File: config.mk
export PLATFORM = sky130hd
export DESIGN_NAME = sc130gs_cfg_sequencer
export DESIGN_NICKNAME = d
export VERILOG_FILES = /design/src/rtl/sc130gs_cfg_pkg.sv /design/src/rtl/sc130gs_wait_timer.sv /design/src/rtl/sc130gs_cfg_sequencer.sv
export SDC_FILE = /design/constraint.sdc
export NUM_CORES = 1
export LEC_CHECK = 0
export CAP_MARGIN = 10
export CORE_ASPECT_RATIO = 1.1
export CORE_UTILIZATION = 35
export DETAILED_ROUTE_END_ITERATION = 6
export GPL_ROUTABILITY_DRIVEN = 1
export HOLD_SLACK_MARGIN = 0.15
export SYNTH_ARGS = -nofsm -noshare
export SYNTH_HDL_FRONTEND = slang
export SYNTH_SLANG_ARGS = --single-unit
File: constraint.sdc
create_clock -name clk -period 5.91 [get_ports clk]
set_input_delay 0.8865 -clock clk [delete_from_list [all_inputs] [get_ports clk]]
set_output_delay 0.8865 -clock clk [all_outputs]
set_load 0.1 [all_outputs]
File: src/rtl/sc130gs_cfg_pkg.sv
// sc130gs_cfg_pkg: shared types and constants for the SC130GS config sequencer
// Macro SC130GS_CFG_READBACK_EN adds the VERIFY_ISSUE/VERIFY_WAIT states.
package sc130gs_cfg_pkg;
   typedef enum logic [3:0] {
      IDLE, PWR_WAIT, FETCH, ISSUE, WAIT_RSP, GAP, RST_WAIT, DONE, ERROR
`ifdef SC130GS_CFG_READBACK_EN
      , VERIFY_ISSUE, VERIFY_WAIT
`endif
   } state_t;
   localparam logic [15:0] SOFT_RST_ADDR = 16'h0103;
   localparam logic [15:0] STREAM_ADDR   = 16'h0100;
   localparam int LUT_ADDR_HI = 23;
   localparam int LUT_ADDR_LO = 8;
   localparam int LUT_DATA_HI = 7;
   localparam int LUT_DATA_LO = 0;
endpackage

File: src/rtl/sc130gs_wait_timer.sv
// sc130gs_wait_timer: loadable 24-bit down-counter for the sequencer waits
// Ports: clk, rst; i_load/i_val load a wait of i_val cycles (0 acts as 1);
// o_expired is high on the last cycle of the wait.
module sc130gs_wait_timer (
   input  logic        clk,
   input  logic        rst,
   input  logic        i_load,
   input  logic [23:0] i_val,
   output logic        o_expired
);
   logic [23:0] r_cnt;
   always_ff @(posedge clk) begin
      if (rst) r_cnt <= '0;
      else if (i_load) r_cnt <= (i_val == '0) ? '0 : i_val - 24'd1;
      else if (r_cnt != '0) r_cnt <= r_cnt - 24'd1;
   end
   assign o_expired = (r_cnt == '0);
endmodule

File: src/rtl/sc130gs_cfg_sequencer.sv
// sc130gs_cfg_sequencer: streams the register LUT into the SC130GS over I2C
// Ports: clk/rst; cfg_start in, cfg_busy/done/error status out; lut_index out,
// lut_data/lut_size in; cmd_* request to the I2C master with valid/ready;
// rsp_valid/nack/rdata completion from the master.
// Macro SC130GS_CFG_READBACK_EN: read back and compare each ordinary write.
module sc130gs_cfg_sequencer
   import sc130gs_cfg_pkg::*;
#(
   parameter logic [6:0]  DEV_ADDR     = 7'h30,
   parameter logic [23:0] PWR_WAIT_CYC = 24'd50_000,
   parameter logic [23:0] RST_WAIT_CYC = 24'd100_000,
   parameter logic [15:0] GAP_CYC      = 16'd100,
   parameter int          MAX_RETRY    = 3,
   parameter int          IDX_W        = 9
) (
   input  logic             clk,
   input  logic             rst,
   input  logic             cfg_start,
   output logic             cfg_busy,
   output logic             cfg_done,
   output logic             cfg_error,
   output logic [IDX_W-1:0] lut_index,
   input  logic [23:0]      lut_data,
   input  logic [IDX_W-1:0] lut_size,
   output logic             cmd_valid,
   input  logic             cmd_ready,
   output logic [6:0]       cmd_dev,
   output logic [15:0]      cmd_addr,
   output logic [7:0]       cmd_wdata,
   output logic             cmd_rd,
   input  logic             rsp_valid,
   input  logic             rsp_nack,
   input  logic [7:0]       rsp_rdata
);
   state_t           r_state, w_next;
   logic [IDX_W-1:0] r_idx;
   logic [3:0]       r_retry;
   logic [15:0]      r_addr;
   logic [7:0]       r_wdata;
   logic             r_busy, r_done, r_error;
   logic             w_load, w_expired, w_retry_inc, w_retry_clr, w_idx_inc, w_start;
   logic             w_retry_max, w_last, w_in_rsp, w_fail;
   logic [23:0]      w_load_val;
   assign w_retry_max = (r_retry == 4'(MAX_RETRY));
   assign w_last      = (r_idx == lut_size - IDX_W'(1));
`ifdef SC130GS_CFG_READBACK_EN
   assign w_in_rsp = (r_state == WAIT_RSP) || (r_state == VERIFY_WAIT);
   assign w_fail   = rsp_nack || (r_state == VERIFY_WAIT && rsp_rdata != r_wdata);
   assign cmd_valid = (r_state == ISSUE) || (r_state == VERIFY_ISSUE);
   assign cmd_rd    = (r_state == VERIFY_ISSUE);
`else
   logic w_unused;
   assign w_unused  = ^rsp_rdata;
   assign w_in_rsp  = (r_state == WAIT_RSP);
   assign w_fail    = rsp_nack;
   assign cmd_valid = (r_state == ISSUE);
   assign cmd_rd    = 1'b0;
`endif
   sc130gs_wait_timer u_timer (
      .clk       (clk),
      .rst       (rst),
      .i_load    (w_load),
      .i_val     (w_load_val),
      .o_expired (w_expired)
   );
   always_comb begin
      w_next      = r_state;
      w_load      = 1'b0;
      w_load_val  = '0;
      w_retry_inc = 1'b0;
      w_retry_clr = 1'b0;
      w_idx_inc   = 1'b0;
      w_start     = 1'b0;
      case (r_state)
         IDLE, DONE, ERROR: if (cfg_start) begin
            w_next     = PWR_WAIT;
            w_load     = 1'b1;
            w_load_val = PWR_WAIT_CYC;
            w_start    = 1'b1;
         end
         PWR_WAIT: if (w_expired) w_next = (lut_size == '0) ? DONE : FETCH;
         FETCH: w_next = ISSUE;
         ISSUE: if (cmd_ready) w_next = WAIT_RSP;
`ifdef SC130GS_CFG_READBACK_EN
         VERIFY_ISSUE: if (cmd_ready) w_next = VERIFY_WAIT;
`endif
         // a nonzero retry count in GAP means the entry is being re-issued
         GAP, RST_WAIT: if (w_expired) begin
            if (r_retry != '0) w_next = ISSUE;
            else if (w_last) w_next = DONE;
            else begin
               w_next    = FETCH;
               w_idx_inc = 1'b1;
            end
         end
         default: w_next = r_state;
      endcase
      if (w_in_rsp && rsp_valid) begin
         if (w_fail) begin
            w_next      = w_retry_max ? ERROR : GAP;
            w_load      = !w_retry_max;
            w_load_val  = {8'd0, GAP_CYC};
            w_retry_inc = !w_retry_max;
         end else if (r_addr == SOFT_RST_ADDR) begin
            w_next      = RST_WAIT;
            w_load      = 1'b1;
            w_load_val  = RST_WAIT_CYC;
            w_retry_clr = 1'b1;
`ifdef SC130GS_CFG_READBACK_EN
         // retries are kept across the write so a failing verify still terminates
         end else if (r_state == WAIT_RSP && r_addr != STREAM_ADDR) begin
            w_next = VERIFY_ISSUE;
`endif
         end else begin
            w_next      = GAP;
            w_load      = 1'b1;
            w_load_val  = {8'd0, GAP_CYC};
            w_retry_clr = 1'b1;
         end
      end
   end
   always_ff @(posedge clk) begin
      if (rst) begin
         r_state <= IDLE;
         r_idx   <= '0;
         r_retry <= '0;
         r_addr  <= '0;
         r_wdata <= '0;
         r_busy  <= 1'b0;
         r_done  <= 1'b0;
         r_error <= 1'b0;
      end else begin
         r_state <= w_next;
         r_busy  <= !(w_next inside {IDLE, DONE, ERROR});
         r_done  <= (w_next == DONE);
         r_error <= (w_next == ERROR);
         if (w_start) begin
            r_idx   <= '0;
            r_retry <= '0;
         end else begin
            if (w_idx_inc) r_idx <= r_idx + IDX_W'(1);
            if (w_retry_inc) r_retry <= r_retry + 4'd1;
            else if (w_retry_clr) r_retry <= '0;
         end
         if (r_state == FETCH) begin
            r_addr  <= lut_data[LUT_ADDR_HI:LUT_ADDR_LO];
            r_wdata <= lut_data[LUT_DATA_HI:LUT_DATA_LO];
         end
      end
   end
   assign cfg_busy  = r_busy;
   assign cfg_done  = r_done;
   assign cfg_error = r_error;
   assign lut_index = r_idx;
   assign cmd_dev   = DEV_ADDR;
   assign cmd_addr  = r_addr;
   assign cmd_wdata = r_wdata;
endmodule
# After elaboration in Yosys (flattened, before gate mapping)

Index checks and enable logic that the tools add are counted.

Register bits after elaboration: 68
Output and inout bits: 45

Add/subtract/negate cells: 5
Eq/ne operators: 13
Multiplexer cells: 34
Reduce and logical (&&, ||, !) cells: 16

Operators by type and width:

| cell                  | number |
|---|---|
| $mux 24               | 4 |
| $logic_not 24->1      | 2 |
| $sub 24x1->24 const B | 2 |
| $mux 4                | 9 |
| $mux 17               | 2 |
| $mux 16               | 2 |
| $reduce_bool 24->1    | 1 |
| $eq 4x3->1 const B    | 5 |
| $pmux 4 s5            | 1 |
| $eq 16x9->1 const B   | 1 |
| $eq 4x2->1 const B    | 3 |
| $mux 1                | 12 |
| $add 9x1->9 const B   | 1 |
| $eq 9x9->1            | 1 |
| $logic_not 9->1       | 1 |
| $mux 3                | 3 |
| $sub 9x1->9 const B   | 1 |
| $eq 4x4->1 const B    | 2 |
| $logic_not 4->1       | 2 |
| $add 4x1->4 const B   | 1 |
| $eq 4x1->1 const B    | 1 |
| $reduce_bool 2->1     | 2 |
| $reduce_bool 4->1     | 1 |
| $reduce_or 2->1       | 2 |
| 5 further kinds       | 6 |

# Depth between registers and ports, before layout

Depth after elaboration: 10
Gate-level depth with buffers: 11

# Hierarchy

Synthesis repeated with hierarchy kept, for this count alone.

Cell total of the unflattened synthesis: 554
Area total of the unflattened synthesis: 4,367.9 um^2

By module, submodules not included:

| module                | instances | cells each | area each (um^2) | sequential area each (um^2) |
|---|---|---|---|---|
| sc130gs_cfg_sequencer | 1         | 336        | 2,591.2          | 880.8 |
| sc130gs_wait_timer    | 1         | 218        | 1,776.7          | 480.5 |

# Worst setup path after synthesis

OpenSTA, ideal clock, no wires.

Path kind: register to output
From: register r_state[0]
To: output cmd_valid
Arrival time: 2.700 ns
Required time: 5.023 ns
Slack: 2.323 ns
Cell stages (with the launch flop): 4
Cell sequence: dfxtp_1 > clkbuf_1 > nand2_1 > nor3_1

Longest elaborated chain between the ends: 1

Ends and longest elaborated chain:

| element                | RTL line                     | RTL |
|---|---|---|
| start, declared        | sc130gs_cfg_sequencer.sv:35  | `state_t r_state, w_next;` |
| start signal, assigned | sc130gs_cfg_sequencer.sv:133 | `r_state <= w_next;` |
| $eq 4x2->1             | sc130gs_cfg_sequencer.sv:56  | `assign cmd_valid = (r_state == ISSUE);` |
| end, declared          | sc130gs_cfg_sequencer.sv:25  | `output logic cmd_valid,` |

Every way passes these cells.

# Worst setup path in the final report

From: input lut_size[0]
To: register r_busy, in the netlist cfg_busy

Longest elaborated chain between the ends: 10

Ends and longest elaborated chain:

| element                                  | RTL line                     | RTL |
|---|---|---|
| start, declared                          | sc130gs_cfg_sequencer.sv:24  | `input logic [IDX_W-1:0] lut_size,` |
| $sub 9x1->9                              | sc130gs_cfg_sequencer.sv:45  | `assign w_last = (r_idx == lut_size - IDX_W'(1));` |
| $eq 9x9->1                               | sc130gs_cfg_sequencer.sv:45  |  |
| $mux 3                                   | sc130gs_cfg_sequencer.sv:90  | `else if (w_last) w_next = DONE;` |
| $mux 3                                   | sc130gs_cfg_sequencer.sv:89  | `if (r_retry != '0) w_next = ISSUE;` |
| $mux 4                                   | sc130gs_cfg_sequencer.sv:88  | `GAP, RST_WAIT: if (w_expired) begin` |
| $pmux 4 s5 *                             | sc130gs_cfg_sequencer.sv:74  | `case (r_state)` |
| $mux 4 *                                 | sc130gs_cfg_sequencer.sv:98  | `if (w_in_rsp && rsp_valid) begin` |
| $eq 4x3->1, or another cell as far along | sc130gs_cfg_sequencer.sv:134 | `r_busy <= !(w_next inside {IDLE, DONE, ERROR});` |
| $reduce_bool 3->1 *                      | sc130gs_cfg_sequencer.sv:134 |  |
| $logic_not 1->1 *                        | sc130gs_cfg_sequencer.sv:134 |  |
| end signal, assigned                     | sc130gs_cfg_sequencer.sv:134 |  |
| end, declared                            | sc130gs_cfg_sequencer.sv:40  | `logic r_busy, r_done, r_error;` |

Mark *: on every way between the ends. The rest lies on a longest branch, timed or not.
A chain may end at the register's enable or synchronous reset.

==> results.yml <==
synthesis:
  synth_top_area_share_pct: 37.9
  yosys-top-cells-area: "dfxtp_1, nand2_1, a21oi_1"
  ys.flop_type: "dfxtp_1"
  synth_cell_types: 54
  ys_warn_count: 0
  ys_ff_latch: 68
  synth-edff-count: 0
  synth_top_area_cell: "dfxtp_1"
  synth.avg_cell_area_sq_um: 7.77
  netlist_instances: 462
  synthArstFlopShare_pct: 0
  syn_area_sq_um: 3590
  ys_seq_area_share_pct: 37.9
timing:
  fin_crit_ns: 3.77
  hold_ws_ns: 0.458
  final_max_slew_viol_count: 0
  worst_slew_pin_slew_ns: 1.01
  setup_viol: 0
  hold_violations: 0
  fin_ws_ns: 2.14
  relSlewSlack_pct: 32.6
  max_freq_ghz: 0.265
  finalCritPeriodShare_pct: 63.7
  tns_ns: 0
  rsz0062_at_grt: "false"
  fin_skew_ns: 0.00961
setup_path:
  cp-start-kind: "primary input"
  required_ns: 6.11
  critPathMaxStageDelay_ns: 0.51
  critPathMaxFanout: 10
  worstPathArrival_ns: 3.97
  critPathBufInv: 2
  path_class: "in -> reg"
  critPathCaptureType: "register"
  crit_path_top_delay_cell: "and4_1"
  worst_path_dominant_cell_family: "simple AND/OR/NAND/NOR gates"
  worstPathCellList: "clkdlybuf4s50_1 > inv_1 > ha_1 > nor2b_1 > nand3b_1 > mux2i_1 > nor4_1 > and4_1 > o21ai_2 > o41ai_1 > a311oi_2"
outcome:
  status: "finished clean"
power_and_ir_drop:
  power.switching_mw: 0.329
  clkPwrFrac_pct: 37.8
  switching_share_pct: 29.3
  max-vdd-ir-drop_mv: 0.111
  combPwrFrac_pct: 18.3
  internal_power_mw: 0.793
  p_seq_share_pct: 43.9
  powerDensity_nw_per_um2: 243
  p_leak_nw: 1.67
floorplan:
  initial_utilization_pct: 36.1
  fp-row-count: 38
  core_area_sq_um: 9940
  dieHeight_um: 108
  dieArea_sq_um: 10700
  fp.dieW_um: 98.6
  ios: 92
clock_tree:
  cts_tree: "yes"
  root_buffer: "clkbuf_8"
  cts.sinks: 68
  clk_latency_ns: 0.34
  post_cts_buffers: 0
  clk_pin_slew_worst_paths_ns: 0.08
  cts_made_buffers: 9
  clock_path_buffers: 2
  cts-resized-gates: 0
  cts_max_level: 3
  hold_buffers: 0
routing:
  wl_per_cell_um: 13.9
  drt-initial-drc-count: 164
  firstDrtPassIters: 5
  viasPerCell: 5.16
  drtAntennaViolNets: 0
  drcViolationCount: 0
  vias: 3376
  totalWireLength_um: 9080
grt:
  grt_pass1_vias: 3257
  overflow: 0
  antenna_found_initial: 0
  grt_max_degree: 43
  grt_usage_pct: 18.1
  grt_pass1_wl_um: 15300
finish:
  antenna_cells: 0
  layout_commonest_cell: "nand2_1"
  drive_gt1_share_pct: 5.24
  final.fill_count: 978
  area_growth_pct: 28.6
  regArea_sq_um: 1360
  layout.nets: 582
  multiInputGateArea_sq_um: 2080
  stdcell_area_sq_um: 4620
  final_cell_mix: "nand2_1, clkdlybuf4s50_1, dfxtp_1"
run:
  drv_cap: 0
placement:
  gp_congestion: 0.829
  dp_slack_ns: 1.78
  dp_hpwl_um: 6440
  dpl_cell_area_sq_um: 4400
  port_buffers: 75
worst_hold_path:
  hold_class: "reg -> reg"
## cell usage after synthesis (all sizes together), types with 3 or more instances
| cell type | number |
|---|---|
| nand2 | 76 |
| dfxtp | 68 |
| a21oi | 50 |
| nor2 | 42 |
| nand3 | 21 |
| xnor2 | 20 |
| clkbuf | 17 |
| nor4 | 16 |
| o21ai | 16 |
| nor3 | 15 |
| xor2 | 13 |
| inv | 12 |
| buf | 10 |
| nand2b | 8 |
| nor2b | 8 |
| a211oi | 6 |
| ha | 6 |
| and3 | 5 |
| nand3b | 4 |
| or3 | 4 |
| a311oi | 3 |
| a31oi | 3 |
| and2 | 3 |
| mux2 | 3 |
| mux2i | 3 |
| nor4b | 3 |
## power by group through the flow
stage                     logic (mW)  clock network [mW]  registers (mW)
final                          0.205               0.425           0.493
after global routing           0.227               0.460           0.495
after CTS                      0.205               0.437           0.492
after detailed placement       0.204                   0           0.503
after global placement         0.201                   0           0.502
after floorplan                0.139                   0           0.514
## state kept, by name (all words and copies together), names as in the netlist
signal,cells
cmd_wdata,8
u_timer.r_cnt,24
cfg_error,1
lut_index,9
r_retry,4
cfg_done,1
r_state,4
cfg_busy,1
cmd_addr,16
## path summary, 6_finish.rpt
path / cells after the start / startpoint / end / slack, ns
setup / recovery: 11 / lut_size[0] / cfg_busy$_SDFF_PP0_ / 2.14
hold / removal: 2 / cmd_wdata[3]$_SDFFE_PP0P_ / cmd_wdata[3]$_SDFFE_PP0P_ / 0.46
setup reg to reg: 8 / u_timer.r_cnt[3]$_SDFFE_PP0P_ / cfg_busy$_SDFF_PP0_ / 2.83
hold reg to reg: 2 / cmd_wdata[3]$_SDFFE_PP0P_ / cmd_wdata[3]$_SDFFE_PP0P_ / 0.46
## area by class of cell
class	count	share of cell area (%)
clock inverters	6	1.92
multi-input cells	361	45.0
flip-flops and latches	68	29.5
repair buffers	77	16.6
inverters	12	0.976
clock buffers	10	2.76
well taps	120	3.25
## worst register-to-register path, delay by kind of cell, from the launching register on
family / cells / cell delay [ns]
and+or+nand+nor: 5 / 1.90
DFF: 1 / 0.37
AOI/OAI and AO/OA: 3 / 0.73
## routing by layer
metal  GRT usage, %  routed length (um)  vias to the layer above  part of all wire (%)
met4           8.21                 210                        0                   2.3
met3           5.82                 573                       14                   6.3
met1           22.0                4050                     1538                    45
li1               -                   -                     1729                     -
met5              0                   0                        -                     0
met2           29.2                4250                       95                    47
## metrics by stage
| step | util (%) | power (mW) | instances |
|---|---|---|---|
| 2_1_floorplan | - | 0.653 | 468 |
| 3_3_place_gp | 44.3 | 0.703 | 638 |
| 3_5_place_dp | 44.3 | 0.707 | 638 |
| 4_1_cts | 46.5 | 1.13 | 654 |
| 5_1_grt | 46.5 | 1.18 | 654 |
| 6_report | 46.5 | 1.12 | 654 |
## cells by family after synthesis
family,after synthesis,share of synthesized area [%]
simple gates,216,29.8
xor+xnor,33,8.05
fa+ha+maj,6,2.09
mux,6,1.78
other cells,2,0.209
flops,68,37.9
compound gates,92,15.2
buf+inv,39,4.98
(Power assumes the default switching activity.)
